[src/rtl/arm7tdmi_pkg.sv]
// Shared types and constants for the ARM7TDMI exception-entry controller.
// Holds the exception identifier, processor mode and controller state enums,
// the vector and link-register offsets, and the packed entry descriptor that
// the arbiter produces for the winning exception.
package arm7tdmi_pkg;

    typedef enum logic [2:0] {
        EXC_RESET = 3'd0,
        EXC_DABT  = 3'd1,
        EXC_FIQ   = 3'd2,
        EXC_IRQ   = 3'd3,
        EXC_PABT  = 3'd4,
        EXC_UND   = 3'd5,
        EXC_SWI   = 3'd6
    } exc_id_t;

    typedef enum logic [4:0] {
        MODE_USR = 5'h10,
        MODE_FIQ = 5'h11,
        MODE_IRQ = 5'h12,
        MODE_SVC = 5'h13,
        MODE_ABT = 5'h17,
        MODE_UND = 5'h1B,
        MODE_SYS = 5'h1F
    } processor_mode_t;

    typedef enum logic [2:0] {
        ST_RST    = 3'd0,
        ST_RSTBR  = 3'd1,
        ST_IDLE   = 3'd2,
        ST_ENTRY  = 3'd3,
        ST_BRANCH = 3'd4
    } exc_state_t;

    // Vector offsets from the table base
    localparam logic [31:0] VEC_RESET = 32'h0000_0000;
    localparam logic [31:0] VEC_UND   = 32'h0000_0004;
    localparam logic [31:0] VEC_SWI   = 32'h0000_0008;
    localparam logic [31:0] VEC_PABT  = 32'h0000_000C;
    localparam logic [31:0] VEC_DABT  = 32'h0000_0010;
    localparam logic [31:0] VEC_IRQ   = 32'h0000_0018;
    localparam logic [31:0] VEC_FIQ   = 32'h0000_001C;

    // Return-address offsets added to instr_pc
    localparam logic [31:0] LR_OFS_DABT  = 32'd8;
    localparam logic [31:0] LR_OFS_ARM   = 32'd4;
    localparam logic [31:0] LR_OFS_THUMB = 32'd2;

    // CPSR value written on reset: SVC mode, I=F=1, T=0
    localparam logic [31:0] CPSR_RESET = 32'h0000_00D3;

    // Descriptor of the winning exception
    typedef struct packed {
        exc_id_t         id;
        processor_mode_t mode;
        logic [31:0]     vec_ofs;
        logic [31:0]     lr_ofs;
        logic            set_f;
    } exc_entry_t;

endpackage

[src/rtl/arm7tdmi_irq_sync.sv]
// Two-flop level synchroniser for asynchronous interrupt request lines.
// Ports: clk, rst_n (synchronous, active low), d[WIDTH] async in, q[WIDTH] synced out.
module arm7tdmi_irq_sync #(
    parameter int unsigned WIDTH = 1
) (
    input  logic             clk,
    input  logic             rst_n,
    input  logic [WIDTH-1:0] d,
    output logic [WIDTH-1:0] q
);

    logic [WIDTH-1:0] meta_q;

    always_ff @(posedge clk) begin
        if (!rst_n) begin
            meta_q <= '0;
            q      <= '0;
        end else begin
            meta_q <= d;
            q      <= meta_q;
        end
    end

endmodule

[src/rtl/arm7tdmi_exception_ctrl.sv]
// ARM7TDMI exception-entry controller: arbitrates exception sources in ARM
// priority order, applies CPSR I/F masking and sequences SPSR/LR/CPSR writes
// followed by a pipeline flush and branch to the vector.
// Optional macro ARM7_EXC_IRQ_SYNC_EN: run fiq_req/irq_req through a 2-flop
// synchroniser before arbitration.
// Ports:
//   clk, rst_n (synchronous, active low), stall
//   data_abort_req, prefetch_abort_req, undef_req, swi_req : single-cycle pulses
//   fiq_req, irq_req[IRQ_LINES], irq_enable[IRQ_LINES]      : levels / mask
//   instr_pc, cpsr_in                                       : captured context
//   exc_busy, exc_id, irq_src                               : status
//   spsr_we/lr_we/cpsr_we + *_value, exc_mode               : register writes
//   pc_load, flush, pc_target                               : branch to vector
module arm7tdmi_exception_ctrl
    import arm7tdmi_pkg::*;
#(
    parameter logic [31:0] VECTOR_BASE = 32'h0000_0000,
    parameter int unsigned IRQ_LINES   = 1,
    localparam int unsigned IRQ_SRC_W  = (IRQ_LINES > 1) ? $clog2(IRQ_LINES) : 1
) (
    input  logic                 clk,
    input  logic                 rst_n,
    input  logic                 stall,
    input  logic                 data_abort_req,
    input  logic                 prefetch_abort_req,
    input  logic                 undef_req,
    input  logic                 swi_req,
    input  logic                 fiq_req,
    input  logic [IRQ_LINES-1:0] irq_req,
    input  logic [IRQ_LINES-1:0] irq_enable,
    input  logic [31:0]          instr_pc,
    input  logic [31:0]          cpsr_in,
    output logic                 exc_busy,
    output logic [2:0]           exc_id,
    output logic [IRQ_SRC_W-1:0] irq_src,
    output logic                 spsr_we,
    output logic                 lr_we,
    output logic                 cpsr_we,
    output logic [31:0]          spsr_value,
    output logic [31:0]          lr_value,
    output logic [31:0]          cpsr_value,
    output logic [4:0]           exc_mode,
    output logic                 pc_load,
    output logic                 flush,
    output logic [31:0]          pc_target
);

    exc_state_t state_q, state_d;

    logic                 fiq_lvl;
    logic [IRQ_LINES-1:0] irq_lvl;
    logic [IRQ_LINES-1:0] irq_pend;
    logic                 fiq_take;
    logic                 irq_take;
    logic                 take_c;
    exc_entry_t           win;

    logic                 exc_busy_d, spsr_we_d, lr_we_d, cpsr_we_d, pc_load_d, flush_d;
    logic [2:0]           exc_id_d;
    logic [IRQ_SRC_W-1:0] irq_src_d;
    logic [31:0]          spsr_value_d, lr_value_d, cpsr_value_d, pc_target_d;
    logic [4:0]           exc_mode_d;

    // Interrupt level conditioning
`ifdef ARM7_EXC_IRQ_SYNC_EN
    logic [IRQ_LINES:0] lvl_sync;

    arm7tdmi_irq_sync #(
        .WIDTH(IRQ_LINES + 1)
    ) u_irq_sync (
        .clk  (clk),
        .rst_n(rst_n),
        .d    ({fiq_req, irq_req}),
        .q    (lvl_sync)
    );

    assign fiq_lvl = lvl_sync[IRQ_LINES];
    assign irq_lvl = lvl_sync[IRQ_LINES-1:0];
`else
    assign fiq_lvl = fiq_req;
    assign irq_lvl = irq_req;
`endif

    // Lowest-index set bit of the pending IRQ vector
    function automatic logic [IRQ_SRC_W-1:0] lowest_set(input logic [IRQ_LINES-1:0] v);
        lowest_set = '0;
        for (int i = int'(IRQ_LINES) - 1; i >= 0; i--) begin
            if (v[i]) lowest_set = IRQ_SRC_W'(i);
        end
    endfunction

    // Priority arbitration with CPSR masking
    always_comb begin
        irq_pend = irq_lvl & irq_enable;
        fiq_take = fiq_lvl & ~cpsr_in[6];
        irq_take = (|irq_pend) & ~cpsr_in[7];
        take_c   = !stall && (data_abort_req || fiq_take || irq_take ||
                              prefetch_abort_req || undef_req || swi_req);

        win = '{id: EXC_SWI, mode: MODE_SVC, vec_ofs: VEC_SWI,
                lr_ofs: cpsr_in[5] ? LR_OFS_THUMB : LR_OFS_ARM, set_f: 1'b0};
        if (data_abort_req) begin
            win = '{id: EXC_DABT, mode: MODE_ABT, vec_ofs: VEC_DABT, lr_ofs: LR_OFS_DABT, set_f: 1'b0};
        end else if (fiq_take) begin
            win = '{id: EXC_FIQ, mode: MODE_FIQ, vec_ofs: VEC_FIQ, lr_ofs: LR_OFS_ARM, set_f: 1'b1};
        end else if (irq_take) begin
            win = '{id: EXC_IRQ, mode: MODE_IRQ, vec_ofs: VEC_IRQ, lr_ofs: LR_OFS_ARM, set_f: 1'b0};
        end else if (prefetch_abort_req) begin
            win = '{id: EXC_PABT, mode: MODE_ABT, vec_ofs: VEC_PABT, lr_ofs: LR_OFS_ARM, set_f: 1'b0};
        end else if (undef_req) begin
            win = '{id: EXC_UND, mode: MODE_UND, vec_ofs: VEC_UND,
                    lr_ofs: cpsr_in[5] ? LR_OFS_THUMB : LR_OFS_ARM, set_f: 1'b0};
        end
    end

    // State register
    always_ff @(posedge clk) begin
        if (!rst_n) state_q <= ST_RST;
        else        state_q <= state_d;
    end

    // Next-state logic
    always_comb begin
        state_d = state_q;
        unique case (state_q)
            ST_RST:    state_d = ST_RSTBR;
            ST_RSTBR:  state_d = ST_IDLE;
            ST_IDLE:   if (take_c) state_d = ST_ENTRY;
            ST_ENTRY:  state_d = ST_BRANCH;
            ST_BRANCH: state_d = ST_IDLE;
            default:   state_d = ST_RST;
        endcase
    end

    // Output logic: computes the value each registered output takes at the next edge
    always_comb begin
        exc_busy_d   = 1'b0;
        spsr_we_d    = 1'b0;
        lr_we_d      = 1'b0;
        cpsr_we_d    = 1'b0;
        pc_load_d    = 1'b0;
        flush_d      = 1'b0;
        exc_id_d     = exc_id;
        irq_src_d    = irq_src;
        spsr_value_d = spsr_value;
        lr_value_d   = lr_value;
        cpsr_value_d = cpsr_value;
        exc_mode_d   = exc_mode;
        pc_target_d  = pc_target;

        // Context is latched on the capture edge and held until the next entry
        if (state_q == ST_IDLE && take_c) begin
            exc_id_d     = win.id;
            irq_src_d    = lowest_set(irq_pend);
            spsr_value_d = cpsr_in;
            lr_value_d   = instr_pc + win.lr_ofs;
            cpsr_value_d = {cpsr_in[31:8], 1'b1, cpsr_in[6] | win.set_f, 1'b0, win.mode};
            exc_mode_d   = win.mode;
            pc_target_d  = VECTOR_BASE + win.vec_ofs;
        end

        unique case (state_d)
            ST_RSTBR: begin
                cpsr_we_d    = 1'b1;
                pc_load_d    = 1'b1;
                flush_d      = 1'b1;
                exc_id_d     = EXC_RESET;
                cpsr_value_d = CPSR_RESET;
                exc_mode_d   = MODE_SVC;
                pc_target_d  = VECTOR_BASE + VEC_RESET;
            end
            ST_ENTRY: begin
                exc_busy_d = 1'b1;
                spsr_we_d  = 1'b1;
                lr_we_d    = 1'b1;
                cpsr_we_d  = 1'b1;
            end
            ST_BRANCH: begin
                exc_busy_d = 1'b1;
                pc_load_d  = 1'b1;
                flush_d    = 1'b1;
            end
            default: ;
        endcase
    end

    // Output registers
    always_ff @(posedge clk) begin
        if (!rst_n) begin
            exc_busy   <= 1'b0;
            spsr_we    <= 1'b0;
            lr_we      <= 1'b0;
            cpsr_we    <= 1'b0;
            pc_load    <= 1'b0;
            flush      <= 1'b0;
            exc_id     <= '0;
            irq_src    <= '0;
            spsr_value <= '0;
            lr_value   <= '0;
            cpsr_value <= '0;
            exc_mode   <= '0;
            pc_target  <= '0;
        end else begin
            exc_busy   <= exc_busy_d;
            spsr_we    <= spsr_we_d;
            lr_we      <= lr_we_d;
            cpsr_we    <= cpsr_we_d;
            pc_load    <= pc_load_d;
            flush      <= flush_d;
            exc_id     <= exc_id_d;
            irq_src    <= irq_src_d;
            spsr_value <= spsr_value_d;
            lr_value   <= lr_value_d;
            cpsr_value <= cpsr_value_d;
            exc_mode   <= exc_mode_d;
            pc_target  <= pc_target_d;
        end
    end

endmodule
[config.mk]
export PLATFORM = sky130hd
export DESIGN_NAME = arm7tdmi_exception_ctrl
export DESIGN_NICKNAME = d
export VERILOG_FILES = /design/src/rtl/arm7tdmi_pkg.sv /design/src/rtl/arm7tdmi_irq_sync.sv /design/src/rtl/arm7tdmi_exception_ctrl.sv
export SDC_FILE = /design/constraint.sdc
export NUM_CORES = 1
export LEC_CHECK = 0
export ABC_AREA = 0
export ABC_CLOCK_PERIOD_IN_PS = 3350
export BUFFER_PORTS_ARGS = -buffer_cell sky130_fd_sc_hd__buf_2
export CORE_ASPECT_RATIO = 0.8
export CORE_MARGIN = 5
export CORE_UTILIZATION = 47
export CTS_CLUSTER_SIZE = 25
export DETAILED_ROUTE_END_ITERATION = 10
export PLACE_DENSITY = 0.86
export SLEW_MARGIN = 25
export SYNTH_ARGS = -nofsm -noshare
export SYNTH_HDL_FRONTEND = slang
export SYNTH_SLANG_ARGS = --single-unit
[constraint.sdc]
create_clock -name clk -period 3.35 [get_ports clk]
set_input_delay 0.1675 -clock clk [delete_from_list [all_inputs] [get_ports clk]]
set_output_delay 0.1675 -clock clk [all_outputs]
set_load 0.05 [all_outputs]
==> results.sh <==
export IMPL_clk_pin_slew_ns=0.07
export IMPL_wl_per_cell_um=14.4
export IMPL_ys_warn_count=0
export IMPL_ant_nets=0
export IMPL_cts_sinks=107
export IMPL_root_buffer="clkbuf_16"
export IMPL_ir_drop_mv=0.323
export IMPL_pin_count=217
export IMPL_cp_max_fo=15
export IMPL_route_met2_wl_um=6270
export IMPL_drv_slew=0
export IMPL_drc=0
export IMPL_ys_flop_type="dfxtp_1"
export IMPL_first_pass_iters=5
export IMPL_grt_pass1_wl_um=19000
export IMPL_start_util=0.475
export IMPL_status="complete, no violations"
export IMPL_gp_congestion=0.834
export IMPL_seq_area_frac_synth=0.446
export IMPL_grt_max_degree=92
export IMPL_synth_top_family_by_area="simple AND/OR/NAND/NOR gates"
export IMPL_worstSetupPathType="in2reg"
export IMPL_p_per_area_nw_per_um2=544
export IMPL_endpoint_kind="flip-flop"
export IMPL_die_h_um=100
export IMPL_core_um2=10100
export IMPL_synth_cell_types=58
export IMPL_cp_start_kind="input pin"
export IMPL_yosysTopAreaCellShare=0.446
export IMPL_cts_buffers=9
export IMPL_placementRows=33
export IMPL_drive_gt1_frac=0.321
export IMPL_ctsResizeCount=0
export IMPL_io_buffers=185
export IMPL_r2r_start="state_q[1]$_SDFF_PN0_"
export IMPL_postCtsSetupRepairBufs=0
export IMPL_skew_ns=0.00799
export IMPL_synth_mux_area_frac=0.00208
export IMPL_met3WireLength_um=737
export IMPL_worstSkewPairLatency_ns=0.34
export IMPL_dp_slack_ns=0.531
export IMPL_min_period_over_period=0.751
export IMPL_fin_nets=798
export IMPL_rsz0062_at_grt="no"
export IMPL_vias_per_cell=4.97
export IMPL_max_cap_violations=0
export IMPL_synth_cells=562
export IMPL_timing_fmax_mhz=398
export IMPL_syn_area_um2=4800
export IMPL_synth_xor_area_frac=0.0493
export IMPL_synth_edff_count=0
export IMPL_final_setup_viol_count=0
export IMPL_grt_usage=0.192
export IMPL_synth_area_top_cells="dfxtp_1 45%, nand2_1 9.0%, a21oi_1 7.9%, buf_4 6.3%, xnor2_1 4.7%"
export IMPL_drtIter0Drc=247
export IMPL_cts_buffer_depth=2
export IMPL_area_delta_synth_final_pct=21.5
export IMPL_switching_share=0.336
export IMPL_p_switching_mw=1.07
export IMPL_synthDominantAreaCellType="dfxtp_1"
export IMPL_power_frac_comb=0.225
export IMPL_crit_start="cpsr_in[6]"
export IMPL_setup_ws_ns=0.835
export IMPL_grt_pass1_vias=3844
export IMPL_hold_buffers=0
export IMPL_syn_area_per_cell_um2=8.54
export IMPL_intPower_mw=2.11
export IMPL_final_hold_viol_count=0
export IMPL_synthArstFlopShare=0
export IMPL_worstPathArrival_ns=2.75
export IMPL_h_tree_depth=3
export IMPL_drt_wl_total_um=12500
export IMPL_num_vias=4296
export IMPL_worst_pin_slew_ns=0.990
export IMPL_globalRouteOverflowTotal=0
export IMPL_setup_tns_final_ns=0
export IMPL_die_w_um=123
export IMPL_p_seq_frac=0.433
export IMPL_antenna_diode_count=0
export IMPL_slew_headroom=0.339
export IMPL_cts_tree="done"
export IMPL_die_area_um2=12300
export IMPL_yosys_area_share_simple=0.207
export IMPL_top_layer_used="met4"
export IMPL_synth_compound_area_frac=0.159
export IMPL_period_needed_ns=2.51
export IMPL_required_ns=3.59
export IMPL_min_path_type="in2reg"
export IMPL_grt_antenna_before_repair=0
export IMPL_p_leak_nw=2.59
export IMPL_hp_start="instr_pc[0]"
export IMPL_dp_hpwl_um=9030
export IMPL_wl_met1_um=5150
export IMPL_power_frac_clock=0.341
export IMPL_yosys_area_share_adder=0.0120
export IMPL_ys_ff_latch=107
stage by stage:
step | hold slack, ns | instance area (µm²) | util | instances | power [mW]
2_1_floorplan | 0.313 | 4910 | - | 592 | 2.00
3_3_place_gp | 0.419 | 5520 | 0.545 | 848 | 2.11
3_5_place_dp | 0.422 | 5520 | 0.546 | 849 | 2.12
4_1_cts | 0.0531 | 5830 | 0.577 | 865 | 3.21
5_1_grt | 0.0590 | 5830 | 0.577 | 865 | 3.30
6_report | 0.0674 | 5830 | 0.577 | 865 | 3.17
synthesized netlist by cell type (all sizes together) (4+ instances only):
cell type  number
dfxtp         107
clkbuf         18
nor4           11
nand3          15
a21oi          87
and4            5
nor3           11
inv            13
a211oi          7
nor2b           4
nor2           19
o21ai          26
xnor2          26
nand2         115
buf            55
area by class of cell:
cell class | instances | area [µm²]
clock buffer | 10 | 239
clock inverter | 6 | 71.3
fill | 973 | 4280
inverter | 13 | 48.8
multi-input combinational | 399 | 2180
sequential | 107 | 2140
tap | 140 | 175
timing repair buffer | 190 | 973
critical path, stage by stage:
cell and delay [ns]:
buf_2 0.10, and2b_1 0.25, nor2_1 0.22, and4_1 0.24
ha_1 0.19, inv_1 0.06, fa_1 0.40, nor2b_1 0.13
o21ai_1 0.06, buf_4 0.19, or3_2 0.45, a311oi_1 0.28
per-layer routing:
layer / up-vias / GRT usage
li1: 2147 / -
met1: 1995 / 0.244
met2: 132 / 0.326
met3: 22 / 0.0366
met4: 0 / 0.0681
met5: - / 0
registers in the layout, indices dropped and copies added, names as in the netlist:
| signal | cells |
|---|---|
| lr_value | 32 |
| lr_we | 1 |
| pc_target | 3 |
| flush | 1 |
| state_q | 3 |
| exc_mode | 1 |
| spsr_value | 32 |
| cpsr_we | 1 |
| exc_busy | 1 |
| exc_id | 3 |
| cpsr_value | 29 |
logic make-up (layout without fill, tap and decap cells):
group,Yosys count,count (layout)
AND/OR/NAND/NOR,203,203
adder cells (fa/ha/maj),4,4
multiplexers,1,1
buffers and inverters,86,219
AO/OA/AOI/OAI,133,133
XOR/XNOR,27,27
flip-flops,107,107
other,1,31
layout by cell type, fill, tap and decap left out, types with 3 or more instances in the layout:
cell type  instances
a21oi_2           11
dfxtp_1          107
nor2_1            18
nor4_1             6
xnor2_1           26
buf_4              3
a31oi_1            3
o21ai_1            3
conb_1            31
nor4_2             4
nand3_1           15
clkbuf_16          9
and4_1             4
a211oi_1           7
a21oi_1           76
ha_1               3
buf_2            186
o21ai_0           23
inv_1             12
nor3_1            10
nor2b_1            4
nand2_1          115
power groups by stage:
stage	clock network (mW)	logic [mW]	registers [mW]
final	1.08	0.715	1.38
after global routing	1.16	0.760	1.38
after CTS	1.12	0.716	1.38
after detailed placement	0	0.714	1.40
after global placement	0	0.709	1.40
after floorplan	0	0.378	1.62
worst paths after layout:
kind | slack, ns | endpoint | cells after the start
setup / recovery | 0.84 | lr_value[11]$_SDFFE_PN0P_ | 12
hold / removal | 0.07 | lr_value[0]$_SDFFE_PN0P_ | 3
setup reg to reg | 1.20 | pc_target[4]$_SDFFE_PP0P_ | 6
hold reg to reg | 0.45 | exc_id[0]$_SDFFE_PP0P_ | 2
No activity file was read; power rests on OpenSTA's default activity.
